File: config.mk
export PLATFORM = sky130hd
export DESIGN_NAME = wb_aperture_ctrl
export DESIGN_NICKNAME = d
export VERILOG_FILES = /design/src/rtl/wb_aperture_pkg.sv /design/src/rtl/wb_ack_timeout.sv /design/src/rtl/wb_aperture_ctrl.sv
export SDC_FILE = /design/constraint.sdc
export NUM_CORES = 1
export LEC_CHECK = 0
export CAP_MARGIN = 10
export CELL_PAD_IN_SITES_DETAIL_PLACEMENT = 2
export CELL_PAD_IN_SITES_GLOBAL_PLACEMENT = 2
export CORE_UTILIZATION = 16
export CTS_CLUSTER_SIZE = 12
export DETAILED_ROUTE_END_ITERATION = 6
export PLACE_DENSITY_LB_ADDON = 0.3
export SLEW_MARGIN = 20
export SYNTH_ARGS = -nofsm -noshare
export SYNTH_HDL_FRONTEND = slang
export SYNTH_SLANG_ARGS = --single-unit
File: constraint.sdc
create_clock -name WB_CLK -period 3.29 [get_ports WB_CLK]
set_input_delay 0.329 -clock WB_CLK [delete_from_list [all_inputs] [get_ports WB_CLK]]
set_output_delay 0.329 -clock WB_CLK [all_outputs]
set_load 0.05 [all_outputs]
File: src/rtl/wb_aperture_pkg.sv
// Shared definitions for the Wishbone aperture controller.
//   state_e      : controller FSM encoding (idle / waiting for ACK / one-cycle ACK guard)
//   SLV_*        : slave index into Slv_CYC_o, Slv_ACK_i and Slv_RD_DAT_i
package wb_aperture_pkg;

    typedef enum logic [1:0] {
        StIdle   = 2'd0,
        StActive = 2'd1,
        StDone   = 2'd2
    } state_e;

    localparam int unsigned SLV_FPGA_REG = 0;
    localparam int unsigned SLV_UART0    = 1;
    localparam int unsigned SLV_QL_RES   = 2;
    localparam int unsigned NUM_SLV      = 3;

endpackage

File: src/rtl/wb_ack_timeout.sv
// Timeout counter and timeout log for wb_aperture_ctrl.
//   clk_i, rst_i   : clock, synchronous active-high reset
//   start_i        : first cycle of an access that was not acknowledged at once (cnt <= 1)
//   run_i          : access still waiting (cnt <= cnt + 1); with neither strobe cnt <= 0
//   tmo_i          : timeout ACK is being issued this cycle; logs adr_i / we_i
//   clr_i          : clears the timeout count, overriding a same-cycle increment
//   cnt_hit_o      : counter has reached the timeout value
//   tmo_event_o    : one-cycle pulse the cycle after a timeout ACK
//   tmo_addr_o/we_o: address and write flag of the last timed-out access
//   tmo_cnt_o      : saturating timeout count
module wb_ack_timeout #(
    parameter int unsigned CntrWidth   = 3,
    parameter int unsigned CntrTimeout = 7,
    parameter int unsigned AdrWidth    = 17
) (
    input  logic                clk_i,
    input  logic                rst_i,
    input  logic                start_i,
    input  logic                run_i,
    input  logic                tmo_i,
    input  logic                clr_i,
    input  logic [AdrWidth-1:0] adr_i,
    input  logic                we_i,
    output logic                cnt_hit_o,
    output logic                tmo_event_o,
    output logic [AdrWidth-1:0] tmo_addr_o,
    output logic                tmo_we_o,
    output logic [7:0]          tmo_cnt_o
);

    if ((CntrTimeout == 0) || (CntrTimeout >= (32'd1 << CntrWidth))) begin : g_bad_timeout
        $error("DEFAULT_CNTR_TIMEOUT must be in 1..2^DEFAULT_CNTR_WIDTH-1");
    end

    localparam logic [CntrWidth-1:0] TmoVal = CntrWidth'(CntrTimeout);

    logic [CntrWidth-1:0] cnt_q, cnt_d;
    logic                 tmo_event_q;
    logic [AdrWidth-1:0]  tmo_addr_q, tmo_addr_d;
    logic                 tmo_we_q, tmo_we_d;
    logic [7:0]           tmo_cnt_q, tmo_cnt_d;

    always_comb begin
        cnt_d = '0;
        if (start_i) begin
            cnt_d = CntrWidth'(1);
        end else if (run_i) begin
            cnt_d = cnt_q + CntrWidth'(1);
        end

        tmo_addr_d = tmo_i ? adr_i : tmo_addr_q;
        tmo_we_d   = tmo_i ? we_i  : tmo_we_q;

        tmo_cnt_d = tmo_cnt_q;
        if (clr_i) begin
            tmo_cnt_d = '0;
        end else if (tmo_i && (tmo_cnt_q != 8'hFF)) begin
            tmo_cnt_d = tmo_cnt_q + 8'd1;
        end
    end

    always_ff @(posedge clk_i) begin
        if (rst_i) begin
            cnt_q       <= '0;
            tmo_event_q <= 1'b0;
            tmo_addr_q  <= '0;
            tmo_we_q    <= 1'b0;
            tmo_cnt_q   <= '0;
        end else begin
            cnt_q       <= cnt_d;
            tmo_event_q <= tmo_i;
            tmo_addr_q  <= tmo_addr_d;
            tmo_we_q    <= tmo_we_d;
            tmo_cnt_q   <= tmo_cnt_d;
        end
    end

    assign cnt_hit_o   = (cnt_q == TmoVal);
    assign tmo_event_o = tmo_event_q;
    assign tmo_addr_o  = tmo_addr_q;
    assign tmo_we_o    = tmo_we_q;
    assign tmo_cnt_o   = tmo_cnt_q;

endmodule

File: src/rtl/wb_aperture_ctrl.sv
// Wishbone slave-side controller: decodes the bridge address into three apertures
// (FPGA regs, UART0, QL reserved), steers CYC to the selected slave, muxes ACK and
// read data back, and ends unanswered or unmapped accesses with a timeout ACK.
//   WB_CLK, WB_RST        : clock, synchronous active-high reset
//   WBs_*                 : bridge side (address, cycle, strobe, write flag, ACK, read data)
//   Slv_CYC_o/ACK_i/RD_DAT_i : per-slave cycle, ACK and read data (slave i at bit/word i)
//   Tmo_*                 : timeout log (event pulse, address, write flag, count, count clear)
module wb_aperture_ctrl
    import wb_aperture_pkg::*;
#(
    parameter int unsigned           APERWIDTH                = 17,
    parameter int unsigned           APERSIZE                 = 10,
    parameter logic [APERWIDTH-1:0]  FPGA_REG_BASE_ADDRESS    = 17'h00000,
    parameter logic [APERWIDTH-1:0]  UART0_BASE_ADDRESS       = 17'h01000,
    parameter logic [APERWIDTH-1:0]  QL_RESERVED_BASE_ADDRESS = 17'h03000,
    parameter logic [31:0]           DEFAULT_READ_VALUE       = 32'hBAD_FAB_AC,
    parameter int unsigned           DEFAULT_CNTR_WIDTH       = 3,
    parameter int unsigned           DEFAULT_CNTR_TIMEOUT     = 7
) (
    input  logic                   WB_CLK,
    input  logic                   WB_RST,
    input  logic [APERWIDTH-1:0]   WBs_ADR,
    input  logic                   WBs_CYC,
    input  logic                   WBs_STB,
    input  logic                   WBs_WE,
    output logic                   WBs_ACK,
    output logic [31:0]            WBs_RD_DAT,
    output logic [NUM_SLV-1:0]     Slv_CYC_o,
    input  logic [NUM_SLV-1:0]     Slv_ACK_i,
    input  logic [32*NUM_SLV-1:0]  Slv_RD_DAT_i,
    output logic                   Tmo_Event_o,
    output logic [APERWIDTH-1:0]   Tmo_Addr_o,
    output logic                   Tmo_WE_o,
    output logic [7:0]             Tmo_Cnt_o,
    input  logic                   Tmo_Clr_i
);

    localparam int unsigned DecLsb = APERSIZE + 2;

    localparam logic [APERWIDTH-1:DecLsb] BaseFpga = FPGA_REG_BASE_ADDRESS[APERWIDTH-1:DecLsb];
    localparam logic [APERWIDTH-1:DecLsb] BaseUart = UART0_BASE_ADDRESS[APERWIDTH-1:DecLsb];
    localparam logic [APERWIDTH-1:DecLsb] BaseQl   = QL_RESERVED_BASE_ADDRESS[APERWIDTH-1:DecLsb];

    if ((BaseFpga == BaseUart) || (BaseFpga == BaseQl) || (BaseUart == BaseQl)) begin : g_bad_bases
        $error("aperture base addresses must decode to distinct apertures");
    end

    state_e             state_q, state_d;
    logic [NUM_SLV-1:0] hit;
    logic [31:0]        hit_dat;
    logic               sel_ack, tmo_ack, cnt_hit, cnt_start, cnt_run;

    // Apertures are distinct, so at most one hit bit is set.
    always_comb begin
        hit = '0;
        hit[SLV_FPGA_REG] = (WBs_ADR[APERWIDTH-1:DecLsb] == BaseFpga);
        hit[SLV_UART0]    = (WBs_ADR[APERWIDTH-1:DecLsb] == BaseUart);
        hit[SLV_QL_RES]   = (WBs_ADR[APERWIDTH-1:DecLsb] == BaseQl);

        hit_dat = '0;
        for (int i = 0; i < NUM_SLV; i++) begin
            if (hit[i]) begin
                hit_dat = Slv_RD_DAT_i[32*i +: 32];
            end
        end
    end

    always_ff @(posedge WB_CLK) begin
        if (WB_RST) begin
            state_q <= StIdle;
        end else begin
            state_q <= state_d;
        end
    end

    always_comb begin
        state_d = state_q;
        unique case (state_q)
            StIdle: begin
                if (WBs_CYC && WBs_STB) begin
                    state_d = sel_ack ? StDone : StActive;
                end
            end
            StActive: begin
                if (!WBs_CYC) begin
                    state_d = StIdle;
                end else if (sel_ack || tmo_ack) begin
                    state_d = StDone;
                end
            end
            StDone:  state_d = StIdle;
            default: state_d = StIdle;
        endcase
    end

    // Reset and the DONE guard cycle both silence every ACK and slave CYC.
    always_comb begin
        sel_ack = (|(Slv_ACK_i & hit)) && WBs_CYC && WBs_STB && (state_q != StDone) && !WB_RST;
        // A bridge abort (CYC low) takes priority over the timeout.
        tmo_ack = (state_q == StActive) && WBs_CYC && cnt_hit && !sel_ack && !WB_RST;

        Slv_CYC_o  = (WBs_CYC && (state_q != StDone) && !WB_RST) ? hit : '0;
        WBs_ACK    = sel_ack || tmo_ack;
        WBs_RD_DAT = sel_ack ? hit_dat : DEFAULT_READ_VALUE;

        cnt_start = (state_q == StIdle) && WBs_CYC && WBs_STB && !sel_ack;
        cnt_run   = (state_q == StActive) && WBs_CYC && !sel_ack && !tmo_ack;
    end

    wb_ack_timeout #(
        .CntrWidth   (DEFAULT_CNTR_WIDTH),
        .CntrTimeout (DEFAULT_CNTR_TIMEOUT),
        .AdrWidth    (APERWIDTH)
    ) u_ack_timeout (
        .clk_i       (WB_CLK),
        .rst_i       (WB_RST),
        .start_i     (cnt_start),
        .run_i       (cnt_run),
        .tmo_i       (tmo_ack),
        .clr_i       (Tmo_Clr_i),
        .adr_i       (WBs_ADR),
        .we_i        (WBs_WE),
        .cnt_hit_o   (cnt_hit),
        .tmo_event_o (Tmo_Event_o),
        .tmo_addr_o  (Tmo_Addr_o),
        .tmo_we_o    (Tmo_WE_o),
        .tmo_cnt_o   (Tmo_Cnt_o)
    );

endmodule

==> results of run 1 <==
[critical path: stages]
cell and delay [ns]:
clkdlybuf4s50_1 0.58, or4b_4 0.53, o2bb2ai_4 0.20, nand2_1 0.35, nor2_1 0.33, buf_12 0.17
[power groups by stage]
stage	Combinational [mW]	Clock, mW	Sequential (mW)
floorplan	0.0426	0	0.398
detailed placement	0.208	0	0.399
CTS	0.209	0.495	0.390
finish	0.207	0.474	0.390
global route	0.219	0.513	0.390
global placement	0.202	0	0.398
[cell usage after synthesis, types with 2 or more instances]
library cell and count:
nor4b_1 2, a222oi_1 32, a211oi_2 2, dfxtp_1 32, nor4_1 5, nand4_1 2
a21oi_1 4, mux2i_1 21, clkbuf_1 6, and2_1 2, buf_6 3, nand2_1 29
and3_1 3, a211oi_1 2, nand3_1 6, ha_1 3, and2b_2 2, buf_2 9
nor2_1 39, xnor2_1 2, o21ai_0 3
[how the worst max path moves through the flow]
stage	startpoint	to	slack [ns]	depth (start not counted)
final	WBs_ADR[12]	WBs_RD_DAT[14]	0.46	6
after detailed placement	WBs_ADR[12]	WBs_RD_DAT[0]	0.44	6
after global placement	WBs_ADR[12]	WBs_RD_DAT[1]	0.50	6
after global routing	WBs_ADR[12]	WBs_RD_DAT[26]	0.34	6
after floorplan	WBs_ADR[14]	Slv_CYC_o[1]	0.52	2
after CTS	WBs_ADR[12]	WBs_RD_DAT[0]	0.44	6
[sequential cells by signal, summed over array words and instances, names as in the netlist]
signal,cells
u_ack_timeout.tmo_addr_o,17
u_ack_timeout.tmo_cnt_o,8
u_ack_timeout.cnt_q,3
state_q,2
u_ack_timeout.tmo_event_o,1
u_ack_timeout.tmo_we_o,1
[cell usage in the layout (no fill, tap or decap), types with 2 or more instances in the layout]
cell type,n
nand2_1,29
clkdlybuf4s50_1,148
o21ai_0,3
and3_1,3
nor2_1,38
and2_1,2
a222oi_1,32
clkbuf_16,5
ha_1,3
nor4_1,5
a21oi_1,4
dfxtp_1,32
buf_12,15
and2b_2,2
nor3b_4,2
xnor2_1,2
nor4b_1,2
a211oi_1,2
mux2i_1,21
nand3_1,6
nand4_1,2
a211oi_2,2
buf_4,27
[routing by layer]
layer	vias to the layer above	part of all wire	GRT usage
li1	1236	-	-
met1	1296	0.37	0.160
met2	128	0.51	0.273
met3	11	0.10	0.0478
met4	0	0.018	0.0439
met5	-	0	0
[area by class of cell]
type,instances,area [µm²],area share
repair buffers,190,1980,0.470
multi-input cells,176,1230,0.292
flip-flops and latches,32,641,0.152
well taps,168,210,0.0498
clock buffers,7,143,0.0338
clock inverters,1,7.51,0.00178
inverters,1,3.75,0.000889
[logic make-up after synthesis]
kind of cell	count (synthesis)	share of synthesized area
muxes	21	0.106
buffers and inverters	21	0.0647
AOI/OAI and AO/OA	48	0.229
adders and majority gates	3	0.0188
xor gates and xnor gates	2	0.00880
and+or+nand+nor	102	0.252
DFF	32	0.322
==> impl_results.md, run 1 <==
- Pwr Density: about 250 nW/µm²
- Placed cell areas: roughly 4000 µm²
- P&R area growth vs syn: 112%
- Critical path class: in -> out
- Largest area contributor in the netlist: dfxtp_1
- Initial Util: 0.165
- Setup_tns: 0 ns
- CTS Root Cell: clkbuf_16
- Critical Path End Type: output pin
- Tot GR Track Use: 0.148
- Netlist cell types: slightly above 40
- Worst-skew pair later-pin latency: 0.27 ns
- Int Pwr: 0.836 mW
- Critical path arrival: between 2 and 3 ns
- Clock tree buffer depth: 2
- Worst-path clk slew: 0.05 ns
- Fraction of registers with async set/reset: 0
- Post-route cell area: around 4200 µm²
- Flop pwr share: 0.364
- Worst r2r src: u_ack_timeout.cnt_q[0]$_SDFF_PP0_
- Post-CTS Hold Buffers: 0
- Post-synth design cell area: approximately 2000 µm²
- Fmax: between 300 and 400 MHz
- Vias: roughly 2700
- Pre-CTS setup slack: roughly 0.44 ns
- IO Port Bufs: approximately 180
- Slew margin rel.: 0.602
- CTS tree: yes
- Gr ovfl total: 0
- Min Hold Slack: ~0.49 ns
- Leak: 1.41 nW
- I/O Pins: 185
- First-pass GRT wire length: ~15000 µm
- Fin crit period: between 2 and 3 ns
- HP Start: u_ack_timeout.tmo_cnt_o[1]$_SDFFE_PP0P_
- Comb power frac: 0.193
- Internal reg-to-reg setup slack: 1.08 ns
- GP Congestion: 0.758
- Initial antenna violation count: 0
- Ys flop type: dfxtp_1
- Core area: between 10000 and 15000 µm²
- Fin. max-slew vios: 0
- R2R Path End: u_ack_timeout.tmo_cnt_o[2]$_SDFFE_PP0P_
- Number of synthesized flops with an enable pin: 0
- Worst hold path type: reg -> reg
- Clock Skews: around 0.0038 ns
- Width of the die: around 110 µm
- Status: finished clean
- Drt drc: 0
- Share of layout cells above drive strength 1: 0.155
- Dpl cells: 567
- Tot Pwr: between 1 and 1.5 mW
- Hold Crit Endpoint: u_ack_timeout.tmo_cnt_o[1]$_SDFFE_PP0P_
- Final worst path period share: 0.861
- # fillers: 1347
- Final Util: 0.350
- Die Y: about 110 µm
- CTS buffer count: 5
- Hold path depth: 2
- WL final: approximately 9900 µm
- Worst VDD drop: 0.267 mV
- Vias in the first global route: ~2800
- Yosys reg bits: 32
- Fin worst setup slack: around 0.46 ns
- Post-Synthesis Cells: ~230
- Post-Syn Area per Cell: a little under 9 µm²
- Post-synth net total: 354
- Slew of the pin with the lowest slew margin: slightly below 0.6 ns
- Initial DRC Count: approximately 230
- Sink Count: 32
- Post-CTS setup buffers: 0
- Sw power: around 0.24 mW
- Yosys warnings: 0
- Reg2Reg Depth: 6
- Endpoints failing setup: 0
- CP max FO: 14
- # H-tree levels: 2
- Largest net degree at the start of global routing: 34
- Drt wl/cell: between 15 and 20 µm
- Share of the yosys chip area belonging to registers: 0.322
- ANT nets after route: 0
- Clock group share of total power: 0.443
- RSZ-0062 raised after global routing: false
- Number of max-cap violations: 0
- Vias/cell: around 4.6
- Diode count: 0
- Final Instance Count excl. Fillers: roughly 580
- Synth top area cells: dfxtp_1 32%, a222oi_1 16%, mux2i_1 11%
- Switching Fraction: 0.220
- Row cnt: 40
- Post_cts resized: 0
- Synth top area share: 0.322
- Critical Path RT: roughly 3.0 ns
- Nets@finish: around 530
- Fin. Hold Viols: 0
- Detailed placer's ending HPWL: 7820 µm
- Worst setup SP type: input port
- Die Area: approximately 13000 µm²
- DRT Pass-1 Iters: 5
(Power assumes the default switching activity.)
==> inputs of run 2 (changes only) <==
--- a/config.mk
+++ b/config.mk
@@ -11,8 +11,9 @@
 export CORE_UTILIZATION = 16
 export CTS_CLUSTER_SIZE = 12
 export DETAILED_ROUTE_END_ITERATION = 6
-export PLACE_DENSITY_LB_ADDON = 0.3
-export SLEW_MARGIN = 20
+export PLACE_DENSITY = 0.83
+export SLEW_MARGIN = 30
 export SYNTH_ARGS = -nofsm -noshare
 export SYNTH_HDL_FRONTEND = slang
 export SYNTH_SLANG_ARGS = --single-unit
+export TNS_END_PERCENT = 20
==> run 2 against run 1 <==
The run now ends with design-rule violations left. First-iteration DRC count shrank 4.8%. Clock-buffer cell count fell by 2. Design area decreased by 0.44%. Sequential power about the same. Largest cell class unchanged. Largest power group unchanged. Highest routed layer unchanged.
==> impl_results.md, run 2 (synthesis results as in run 1) <==
- Status: finished with violations
- Violated checks: design-rule violations
- Fin worst setup slack: 0.331 ns (-0.127 ns)
- CTS buffer count: 5 (unchanged)
- RSZ-0062 raised after global routing: false
- Drt wl/cell: 18.1 µm (+5.2%)
- Clock tree buffer depth: 2 (unchanged)
- Commonest non-fill, non-tap cell in the layout: clkdlybuf4s50_1
- Fin. max-slew vios: 0 (unchanged)
- Leak: 1.42 nW (about the same)
- Drt drc: 1 (+1)
- Worst-skew pair later-pin latency: 0.27 ns (about the same)
- Final Instance Count excl. Fillers: 575 (unchanged)
- Die Y: 114 µm (unchanged)
- Row cnt: 40 (unchanged)
- Initial antenna violation count: 0 (unchanged)
- Final worst path period share: 0.899 (+0.0387)
- # fillers: 1344 (-0.22%)
- Fin. Hold Viols: 0 (unchanged)
- WL final: 10400 µm (+5.2%)
- Worst setup SP type: input port
- Number of max-cap violations: 0 (unchanged)
- Worst-path clk slew: 0.05 ns (about the same)
- P&R area growth vs syn: 111%
- # H-tree levels: 2 (unchanged)
- Initial Util: 0.165 (unchanged)
- Fmax: 338 MHz (-4.3%)
- Most frequent cells in the layout: 148 x clkdlybuf4s50_1, 38 x nor2_1, 32 x a222oi_1, 32 x dfxtp_1, 29 x nand2_1
- Initial DRC Count: 220 (-4.8%)
- Critical Path RT: 2.96 ns (about the same)
- Post-CTS setup buffers: 0 (unchanged)
- DRT Pass-1 Iters: 7 (+2)
- First-pass GRT wire length: 15700 µm (+4.5%)
- Worst VDD drop: 0.178 mV (-33%)
- IO Port Bufs: 184 (unchanged)
- Clock Skews: 0.00991 ns (+0.00612 ns)
- Fin crit period: 2.96 ns (+0.127 ns)
- CP max FO: 14 (unchanged)
- Pwr Density: 249 nW/µm² (-1.9%)
- GP Congestion: 0.722 (-4.7%)
- Critical path arrival: 2.63 ns (+0.13 ns)
- Slew margin rel.: 0.618 (+0.0159)
- Min Hold Slack: 0.492 ns (+0.00355 ns)
- Vias/cell: 4.55 (-2.1%)
- Post_cts resized: 0 (unchanged)
- Endpoints failing setup: 0 (unchanged)
- Sink Count: 32 (unchanged)
- Tot GR Track Use: 0.156 (+0.00788)
- Worst hold path type: reg -> reg
- Width of the die: 114 µm (unchanged)
- Number of flip-flops in the largest register: 17 (unchanged)
- Slew of the pin with the lowest slew margin: 0.571 ns (-0.0241 ns)
- Die Area: 12900 µm² (unchanged)
- Share of layout cells above drive strength 1: 0.157 (+0.00246)
- Gr ovfl total: 0 (unchanged)
- Largest net degree at the start of global routing: 34 (unchanged)
- Vias: 2614 (-2.1%)
- Post-CTS Hold Buffers: 0 (unchanged)
- Nets@finish: 531 (unchanged)
- Pre-CTS setup slack: 0.308 ns (-0.133 ns)
- Dpl cells: 567 (unchanged)
- Internal reg-to-reg setup slack: 1.08 ns (about the same)
- I/O Pins: 185 (unchanged)
- Critical path class: in -> out
- CTS Root Cell: clkbuf_16
- Setup_tns: 0 ns (unchanged)
- Vias in the first global route: 2876 (+1.6%)
- Detailed placer's ending HPWL: 8310 µm (+6.2%)
- CTS tree: yes
- Core area: 12100 µm² (unchanged)
- Diode count: 0 (unchanged)
- ANT nets after route: 0 (unchanged)
- Critical Path End Type: output pin
==> run 2: worst max-delay path: stages <==
cell and delay [ns]:
clkdlybuf4s50_1 0.61, or4b_4 0.54, o2bb2ai_4 0.22, nand2_1 0.39, nor2_1 0.36, buf_12 0.18
==> run 2: path summary, 6_finish.rpt <==
path | start | to | cells past startpoint
max | WBs_ADR[12] | WBs_RD_DAT[0] | 6
min | u_ack_timeout.tmo_addr_o[8]$_SDFFE_PP0P_ | u_ack_timeout.tmo_addr_o[8]$_SDFFE_PP0P_ | 2
max reg2reg | u_ack_timeout.cnt_q[0]$_SDFF_PP0_ | u_ack_timeout.tmo_cnt_o[2]$_SDFFE_PP0P_ | 6
min reg2reg | u_ack_timeout.tmo_addr_o[8]$_SDFFE_PP0P_ | u_ack_timeout.tmo_addr_o[8]$_SDFFE_PP0P_ | 2
==> run 2: final cells by class <==
class / instances / area (µm²) / area share
Timing Repair Buffer: 190 / 1970 / 0.469
Multi-Input combinational cell: 176 / 1230 / 0.293
Sequential cell: 32 / 641 / 0.152
Tap cell: 168 / 210 / 0.0500
Clock buffer: 5 / 125 / 0.0298
Clock inverter: 3 / 18.8 / 0.00447
Inverter: 1 / 3.75 / 0.000893
==> run 2: routing by layer <==
metal  global-route usage  vias up  wire, µm
met4               0.0439        0       177
met1                0.171     1255      4000
met3               0.0313       12       628
met5                    0        -         0
li1                     -     1242         -
met2                0.300      105      5630
==> run 2: through the flow <==
stage           util  cell area, µm²  power, mW
4_1_cts        0.348            4200       1.06
2_1_floorplan      -            1990      0.441
6_report       0.348            4200       1.05
5_1_grt        0.348            4200       1.09
3_3_place_gp   0.336            4060      0.599
3_5_place_dp   0.336            4060      0.607
==> run 2: power breakdown <==
group / total (mW) / internal (mW) / switching [mW]
Clock: 0.448 / 0.278 / 0.170
Combinational: 0.208 / 0.145 / 0.0629
Sequential: 0.390 / 0.389 / 0.00120
